<file path="src/rtl/hreg_txn_sequencer_if.sv">
// Command/response handshake bundle between a host and hreg_txn_sequencer.
// The host side uses the master modport; the sequencer uses the slave modport.
interface hreg_txn_sequencer_if #(
   parameter int WIDTH = 8
);
   logic             cmd_valid;
   logic             cmd_ready;
   logic [1:0]       cmd_op;
   logic [WIDTH-1:0] cmd_data;
   logic             rsp_valid;
   logic             rsp_ready;
   logic [WIDTH-1:0] rsp_data;

   modport master (
      output cmd_valid, cmd_op, cmd_data, rsp_ready,
      input  cmd_ready, rsp_valid, rsp_data
   );

   modport slave (
      input  cmd_valid, cmd_op, cmd_data, rsp_ready,
      output cmd_ready, rsp_valid, rsp_data
   );
endinterface

</file>
<file path="src/rtl/hreg_txn_sequencer.sv">
// Word-level sequencer driving the Hamming-protected shift register pins cycle by cycle.
// Define HREG_VERIFY_EN to add a read-back VERIFY step after LOAD and the rsp_err output.
//
// state    | meaning
// ---------+------------------------------------------------------------
// S_IDLE   | parked (enable=0, register self-corrects), cmd_ready high
// S_LOAD   | one cycle of parallel load (or a silent busy cycle for NOP)
// S_SHIFT  | WIDTH cycles exchanging register contents with data_q
// S_RESP   | response held until rsp_ready
// S_VERIFY | read-back compare after LOAD (HREG_VERIFY_EN only)
module hreg_txn_sequencer #(
   parameter int WIDTH = 8,
   parameter int CNT_W = 4
) (
   input  logic               clk,
   input  logic               rst,
   hreg_txn_sequencer_if.slave txn,
   output logic               reg_enable,
   output logic [1:0]         reg_mode,
   output logic               reg_load,
   output logic               reg_serial_in,
   output logic [WIDTH-1:0]   reg_parallel_in,
   input  logic               reg_serial_out,
   input  logic [WIDTH-1:0]   reg_parallel_out,
`ifdef HREG_VERIFY_EN
   output logic               rsp_err,
`endif
   output logic               busy
);

   localparam logic [1:0] OP_LOAD  = 2'b00;
   localparam logic [1:0] OP_SHIFT = 2'b01;
   localparam logic [1:0] OP_READ  = 2'b10;
   localparam int IDX_W = (WIDTH > 1) ? $clog2(WIDTH) : 1;
   localparam logic [CNT_W-1:0] CNT_LAST = CNT_W'(WIDTH - 1);

   typedef enum logic [2:0] {
      S_IDLE,
      S_LOAD,
      S_SHIFT,
      S_RESP
`ifdef HREG_VERIFY_EN
      , S_VERIFY
`endif
   } state_t;

   state_t           state_q, state_d;
   logic [1:0]       op_q, op_d;
   logic [WIDTH-1:0] data_q, data_d;
   logic [WIDTH-1:0] cap_q, cap_d;
   logic [WIDTH-1:0] rsp_data_q, rsp_data_d;
   logic [CNT_W-1:0] cnt_q, cnt_d;
   logic             run_q;
   logic             cmd_ready_w;
`ifdef HREG_VERIFY_EN
   logic             err_q, err_d;
`endif

   // run_q keeps cmd_ready low until the first edge after reset release
   assign cmd_ready_w   = (state_q == S_IDLE) && run_q;
   assign txn.cmd_ready = cmd_ready_w;
   assign txn.rsp_valid = (state_q == S_RESP);
   assign txn.rsp_data  = rsp_data_q;
   assign busy          = (state_q != S_IDLE);

   always_ff @(posedge clk or negedge rst) begin
      if (!rst) begin
         state_q    <= S_IDLE;
         op_q       <= '0;
         data_q     <= '0;
         cap_q      <= '0;
         rsp_data_q <= '0;
         cnt_q      <= '0;
         run_q      <= 1'b0;
      end else begin
         state_q    <= state_d;
         op_q       <= op_d;
         data_q     <= data_d;
         cap_q      <= cap_d;
         rsp_data_q <= rsp_data_d;
         cnt_q      <= cnt_d;
         run_q      <= 1'b1;
      end
   end

`ifdef HREG_VERIFY_EN
   always_ff @(posedge clk or negedge rst) begin
      if (!rst) begin
         err_q <= 1'b0;
      end else begin
         err_q <= err_d;
      end
   end
   assign rsp_err = err_q;
`endif

   always_comb begin
      state_d    = state_q;
      op_d       = op_q;
      data_d     = data_q;
      cap_d      = cap_q;
      rsp_data_d = rsp_data_q;
      cnt_d      = cnt_q;
`ifdef HREG_VERIFY_EN
      err_d      = err_q;
`endif
      case (state_q)
         S_IDLE: begin
            if (txn.cmd_valid && cmd_ready_w) begin
               op_d   = txn.cmd_op;
               data_d = txn.cmd_data;
               cnt_d  = '0;
               case (txn.cmd_op)
                  OP_SHIFT: state_d = S_SHIFT;
                  OP_READ: begin
                     state_d    = S_RESP;
                     rsp_data_d = reg_parallel_out;
                  end
                  // NOP shares the LOAD slot so it shows one busy cycle with the pins gated off
                  default:  state_d = S_LOAD;
               endcase
            end
         end
         S_LOAD: begin
`ifdef HREG_VERIFY_EN
            state_d = (op_q == OP_LOAD) ? S_VERIFY : S_IDLE;
`else
            state_d = S_IDLE;
`endif
         end
         S_SHIFT: begin
            cap_d = {reg_serial_out, cap_q[WIDTH-1:1]};
            cnt_d = cnt_q + CNT_W'(1);
            if (cnt_q == CNT_LAST) begin
               state_d    = S_RESP;
               rsp_data_d = cap_d;
               cnt_d      = '0;
            end
         end
`ifdef HREG_VERIFY_EN
         S_VERIFY: begin
            rsp_data_d = reg_parallel_out;
            err_d      = (reg_parallel_out != data_q);
            state_d    = S_RESP;
         end
`endif
         S_RESP: begin
            if (txn.rsp_ready) state_d = S_IDLE;
         end
         default: state_d = S_IDLE;
      endcase
   end

   always_comb begin
      reg_enable      = 1'b0;
      reg_mode        = 2'b11;
      reg_load        = 1'b0;
      reg_serial_in   = 1'b0;
      reg_parallel_in = '0;
      case (state_q)
         S_LOAD: begin
            if (op_q == OP_LOAD) begin
               reg_enable      = 1'b1;
               reg_load        = 1'b1;
               reg_parallel_in = data_q;
            end
         end
         S_SHIFT: begin
            reg_enable    = 1'b1;
            reg_mode      = 2'b00;
            reg_serial_in = data_q[cnt_q[IDX_W-1:0]];
         end
         default: ;
      endcase
   end

endmodule

</file>
<file path="src/flat_wrapper.sv">
// flat-port wrapper written by rule: the top's interface ports become plain ports
module hreg_txn_sequencer_flat 
#(
   parameter int WIDTH = 8,
   parameter int CNT_W = 4
)
  (clk, rst, reg_enable, reg_mode, reg_load, reg_serial_in, reg_parallel_in, reg_serial_out, reg_parallel_out, busy, txn_cmd_valid, txn_cmd_op, txn_cmd_data, txn_rsp_ready, txn_cmd_ready, txn_rsp_valid, txn_rsp_data);
  hreg_txn_sequencer_if #(.WIDTH(WIDTH)) txn_i ();
  input  logic clk;
  input  logic rst;
  output logic reg_enable;
  output logic [1:0] reg_mode;
  output logic reg_load;
  output logic reg_serial_in;
  output logic [WIDTH-1:0] reg_parallel_in;
  input  logic reg_serial_out;
  input  logic [WIDTH-1:0] reg_parallel_out;
  output logic busy;
  input wire logic [$bits(txn_i.cmd_valid)-1:0] txn_cmd_valid;
  input wire logic [$bits(txn_i.cmd_op)-1:0] txn_cmd_op;
  input wire logic [$bits(txn_i.cmd_data)-1:0] txn_cmd_data;
  input wire logic [$bits(txn_i.rsp_ready)-1:0] txn_rsp_ready;
  output wire logic [$bits(txn_i.cmd_ready)-1:0] txn_cmd_ready;
  output wire logic [$bits(txn_i.rsp_valid)-1:0] txn_rsp_valid;
  output wire logic [$bits(txn_i.rsp_data)-1:0] txn_rsp_data;
  assign txn_i.cmd_valid = txn_cmd_valid;
  assign txn_i.cmd_op = txn_cmd_op;
  assign txn_i.cmd_data = txn_cmd_data;
  assign txn_i.rsp_ready = txn_rsp_ready;
  assign txn_cmd_ready = txn_i.cmd_ready;
  assign txn_rsp_valid = txn_i.rsp_valid;
  assign txn_rsp_data = txn_i.rsp_data;
  hreg_txn_sequencer #(.WIDTH(WIDTH), .CNT_W(CNT_W)) u_core (.clk(clk), .rst(rst), .txn(txn_i), .reg_enable(reg_enable), .reg_mode(reg_mode), .reg_load(reg_load), .reg_serial_in(reg_serial_in), .reg_parallel_in(reg_parallel_in), .reg_serial_out(reg_serial_out), .reg_parallel_out(reg_parallel_out), .busy(busy));
endmodule
</file>
<file path="config.mk">
export PLATFORM = sky130hd
export DESIGN_NAME = hreg_txn_sequencer_flat
export DESIGN_NICKNAME = d
export VERILOG_FILES = /design/src/rtl/hreg_txn_sequencer_if.sv /design/src/rtl/hreg_txn_sequencer.sv /design/src/flat_wrapper.sv
export SDC_FILE = /design/constraint.sdc
export NUM_CORES = 1
export LEC_CHECK = 0
export ABC_CLOCK_PERIOD_IN_PS = 3050
export CAP_MARGIN = 20
export CORE_UTILIZATION = 40
export DETAILED_ROUTE_END_ITERATION = 7
export PLACE_DENSITY_LB_ADDON = 0.15
export REMOVE_ABC_BUFFERS = 1
export SYNTH_ARGS = -nofsm -noshare
export SYNTH_HDL_FRONTEND = slang
export SYNTH_SLANG_ARGS = --single-unit
</file>
<file path="constraint.sdc">
create_clock -name clk -period 3.05 [get_ports clk]
set_clock_uncertainty 0.15 [all_clocks]
set_input_delay 0.61 -clock clk [delete_from_list [all_inputs] [get_ports clk]]
set_output_delay 0.61 -clock clk [all_outputs]
set_load 0.02 [all_outputs]
</file>
# After elaboration in Yosys (flattened, before gate mapping)
# Index checks and enable logic that the tools add are counted.
# word_totals
output_inout_bits,24
input_bits,23
regBits,34
# op_classes
eq_ne,10
mux,21
n_reduce_logical,10
magnitude_cmp,1
addsub,1
# ops
operator,count
two-way mux 8 bit,5
one-hot mux 8 bit (2 select lines),1
two-way mux 3 bit,3
one-hot mux 3 bit (3 select lines),1
two-way mux 4 bit,2
one-hot mux 4 bit (2 select lines),1
"equality test 3 x 2 -> 1 bit, second input constant",2
"inequality test 2 bit, second input constant",3
"adder 4 x 1 -> 4 bit, second input constant",1
"equality test 4 x 3 -> 1 bit, second input constant",1
"less-than comparator 3 x 4 -> 1 bit, second input constant",1
two-way mux 1 bit,4
one-hot mux 2 bit (2 select lines),1
AND reduction 2 bit,2
AND reduction 4 bit,1
binary-select mux 1 bit (select 3 bit),1
"equality test 3 x 1 -> 1 bit, second input constant",1
zero test 3 bit,1
AND reduction 3 bit,1
nonzero test 3 bit,1
"equality test 2 x 1 -> 1 bit, second input constant",1
"equality test 2 bit, second input constant",1
logical AND 1 bit,2
zero test 2 bit,1
other kinds (4),4

# Depth between registers and ports, before layout
# depth
ltp_word,5
ltp_mapped,8
depth_no_buf,6

# Least setup slack after synthesis
# Ideal clock, no wire load.
# synth_path
kind,reg2out
startpoint,register u_core.state_q[0]
endpoint,output port reg_serial_in
path_stages_with_launch,6
n_path_buf,1
t_arrival_ns,1.438
path_slack_ns,0.852
required_ns,2.290
cell_sequence,dfrtp_1 inv_1 ha_1 clkbuf_8 inv_1 nor3_1
# synth_between
elab_chain_cells,2
# synth_lines
item,line,source
start: declaration,hreg_txn_sequencer.sv:47,"state_t state_q, state_d;"
start signal: assignment,hreg_txn_sequencer.sv:76,state_q <= state_d;
equality test 3 x 2 -> 1 bit,hreg_txn_sequencer.sv:160,case (state_q)
two-way mux 1 bit,hreg_txn_sequencer.sv:160,
end: declaration,flat_wrapper.sv:14,output logic reg_serial_in;
# Every way passes these cells.

# Worst setup path after layout
# layout_path
startpoint,register u_core.state_q[1]
endpoint,output port reg_parallel_in[3]
# layout_between
elab_chain_cells,2
# layout_lines
item,line,source
equality test 3 x 1 -> 1 bit,hreg_txn_sequencer.sv:160,
two-way mux 8 bit,hreg_txn_sequencer.sv:160,
end: declaration,flat_wrapper.sv:15,output logic [WIDTH-1:0] reg_parallel_in;
# Every way passes these cells.

==> results.rst <==
.. list-table::
   :header-rows: 1

   * - Metric
     - Value
   * - Result of the run
     - complete, no violations
   * - Largest vdd supply drop
     - 0.000431 V
   * - Layout net count
     - between 200 and 250
   * - Xor and xnor area share after synthesis
     - 0%
   * - Total inserted antenna cells
     - 0
   * - Critical path required time
     - between 2000 and 2500 ps
   * - Buffer depth of the longest clock path
     - 2
   * - Count of port buffers added during placement
     - 46
   * - Number of synthesized register bits
     - 32
   * - Slowest cell on crit path
     - clkdlybuf4s50_1
   * - Critical path class
     - register to output port
   * - Slew at the pin closest to its max-slew limit
     - between 700 and 800 ps
   * - Clock latency on the worst-skew pair
     - 280 ps
   * - Worst path setup slack after routing
     - 179 ps
   * - H-tree levels
     - 2
   * - Arrival time at the worst endpoint
     - around 2100 ps
   * - Worst setup SP type
     - register
   * - DRT Pass-1 Iters
     - 4
   * - Via count of the routed design
     - ~1300
   * - Number of filler instances in the final layout
     - about 360
   * - Drt total wl
     - about 3.4 mm
   * - Largest fanout on the critical path
     - 10
   * - Synth Area in Compound Gates
     - about 10%
   * - Avg Inst Size Synth
     - between 10 and 15 sq um
   * - Netlist area before placement
     - 1710 sq um
   * - Max Cap Violations
     - 0
   * - Master cell of the clock root buffer
     - clkbuf_8
   * - Routed wirelength normalized by instance count
     - about 14 um
   * - Clock buffer count from CTS
     - 5
   * - CTS clk-pin slew, worst paths
     - around 60 ps
   * - Post-detail-place hpwl
     - around 2.5 mm
   * - Post-layout utilization of the core
     - ~56%
   * - Count of warnings emitted by yosys
     - 0
   * - Share of post-route cells with drive strength above 1
     - around 17%
   * - Area taken by flip-flops and latches
     - 801 sq um
   * - Clock Sinks
     - 32
   * - Total leakage power
     - roughly 1 nW
   * - RSZ-0062 raised after global routing
     - no
   * - Placement-stage worst setup slack
     - ~370 ps
   * - Routability congestion estimate from global placement
     - a little over 0.7
   * - Die width
     - just under 70 um
   * - Final number of hold-violating endpoints
     - 0
   * - Via density per instance
     - 5.06
   * - Period Utilization, post-route
     - between 90% and 100%
   * - Count of final setup violators
     - 0
   * - Critical path cell sequence
     - inv_1, ha_1, nor3b_4, and2_1, clkdlybuf4s50_1
   * - Critical Path Sink Type
     - output port
   * - Buf/Inv on CP
     - 2
   * - Layout overhead on the synthesized area
     - 34.3%
   * - Initial core utilization
     - a little over two fifths
   * - Setup TNS
     - 0 ps
   * - Kind of cell adding the most delay to the critical path
     - buffers and inverters
   * - Placeable core area
     - around 4100 sq um
   * - Total DRC errors in the routed layout
     - 0
   * - First-iteration detailed-routing DRC count
     - just over 40
   * - Area share of and/or/nand/nor cells after synthesis
     - a little over an eighth
   * - Final critical path time including I/O delays and setup
     - 2870 ps
   * - Slew margin rel.
     - between 50 and 60%
   * - Setup fix buffers added after clock tree synthesis
     - 0
   * - Class of the worst hold path
     - register to register
   * - Achievable frequency
     - around 350 MHz
   * - Num rows
     - 23
   * - Max-slew violation total from the final report
     - 0
   * - Number of primary I/O pins
     - 47
   * - Delay of the slowest cell on the worst path
     - 600 ps
   * - Distinct cells, synth
     - 33
   * - Register area share after synthesis
     - 47.0%
   * - Wire length of the first global-routing pass
     - 5.69 mm
   * - Vertical extent of the die
     - between 60 and 70 um
   * - Number of standard cells after synthesis
     - ~150
   * - TritonCTS clock tree
     - yes
   * - Adder-cell share of the synthesized area
     - around 5.1%
   * - Initial antenna violation count
     - 0
   * - Number of global-route vias before repair
     - ~1200
   * - Areal power density over the cells
     - 985 nW/um^2
   * - Combined area of the multi-input logic cells
     - 826 sq um
   * - Remaining antenna violation count after routing
     - 0
   * - Total routing usage reported by global routing
     - between 10% and 20%
   * - Mux contribution to synthesized area
     - a little under a fifth
   * - Die Area
     - ~4500 sq um
   * - Combinational family with the most area after synthesis
     - multiplexers
   * - Grt total ovfl
     - 0
   * - Largest net degree at the start of global routing
     - 33
-- per-stage QoR --
step / instance area (sq um) / hold WS, ps / total power, mW / cells
floorplan: 1650 / 164 / 1.48 / 142
global placement: 2190 / 344 / 1.88 / 240
detailed placement: 2190 / 353 / 1.92 / 240
CTS: 2280 / 368 / 2.28 / 247
global route: 2290 / 381 / 2.42 / 247
finish: 2290 / 360 / 2.26 / 247
-- metal layers --
| metal | global-route usage (%) | up-vias | part of all wire, % |
|---|---|---|---|
| met2 | 27.3 | 30 | 48 |
| met3 | 5.74 | 7 | 4.8 |
| met1 | 20.9 | 598 | 45 |
| met4 | 8.78 | 0 | 1.7 |
| met5 | 0 | - | 0 |
| li1 | - | 615 | - |
-- cells in the final DEF (no fill, tap or decap), drive strengths merged, types with 4 or more instances in the layout --
cell type,synthesis,layout
nor2,9,9
and2,10,10
nand3,4,4
dfrtp,32,32
mux2i,11,11
o21ai,6,6
ha,7,7
nand2,10,10
mux2,17,17
clkbuf,1,7
inv,8,8
a21oi,10,10
clkdlybuf4s50,0,46
-- final timing paths --
| kind | start | end | slack [ps] | cells past startpoint |
|---|---|---|---|---|
| worst max-delay path | u_core.state_q[1]$_DFFE_PN0P_ | reg_parallel_in[3] | 180 | 5 |
| worst min register to register | u_core.cap_q[1]$_DFFE_PN0P_ | u_core.cap_q[1]$_DFFE_PN0P_ | 360 | 1 |
| worst min-delay path | u_core.cap_q[1]$_DFFE_PN0P_ | u_core.cap_q[1]$_DFFE_PN0P_ | 360 | 1 |
| min in group asynchronous | rst | u_core.txn.rsp_data[7]$_DFFE_PN0P_ | 580 | 2 |
| worst max register to register | u_core.state_q[0]$_DFFE_PN0P_ | u_core.txn.rsp_data[3]$_DFFE_PN0P_ | 690 | 7 |
| max in group asynchronous | rst | u_core.data_q[4]$_DFFE_PN0P_ | 1860 | 2 |
-- cell usage after synthesis (all sizes together) --
library cell  instances  area share, %
nand2b                1           0.37
nand3                 4            1.2
nor3                  2           0.59
ha                    7            5.1
clkbuf                1           0.81
a2111oi               1           0.51
o21a                  1           0.44
nand3b                1            1.2
mux2                 17             11
mux4                  1            1.3
nor2b                 1           0.37
o21ai                 6            1.8
conb                  1           0.22
nand2                10            2.2
nor3b                 2            1.2
and2                 10            3.7
or4                   1           0.44
inv                   8            1.8
nor2                  9            2.0
buf                   6            2.4
dfrtp                32             47
a21oi                10            3.4
mux2i                11            6.5
o221ai                1           0.51
nor4                  1           0.37
a21boi                2            1.5
a221oi                2            2.1
-- registers in the layout, indices dropped and copies added, names as in the netlist --
| register | flops |
|---|---|
| u_core.cap_q | 7 |
| u_core.cnt_q | 4 |
| u_core.data_q | 8 |
| u_core.op_q | 2 |
| u_core.run_q | 1 |
| u_core.state_q | 2 |
| u_core.txn.rsp_data | 8 |
-- logic make-up after synthesis --
group / after synthesis
flops: 32
other cells: 1
fa+ha+maj: 7
buf+inv: 15
compound gates: 23
simple gates: 42
mux: 29
-- area by class of cell --
type	instances	share of cell area, %
clock buffers	7	4.21
inverters	8	1.31
multi-input cells	102	36.0
flip-flops and latches	32	35.0
well taps	50	2.73
repair buffers	48	20.8
-- timing repair --
item                                    4_1_cts  5_1_grt
hold buffers                                  0        0
resized for setup                             0        1
endpoints found under the setup margin        0        9
-- power breakdown --
part	total [mW]	internal (mW)	switching (mW)
registers	0.764	0.621	0.143
logic	1.15	0.591	0.555
clock network	0.348	0.201	0.147
Note: power is estimated with default switching activity, not from simulation.
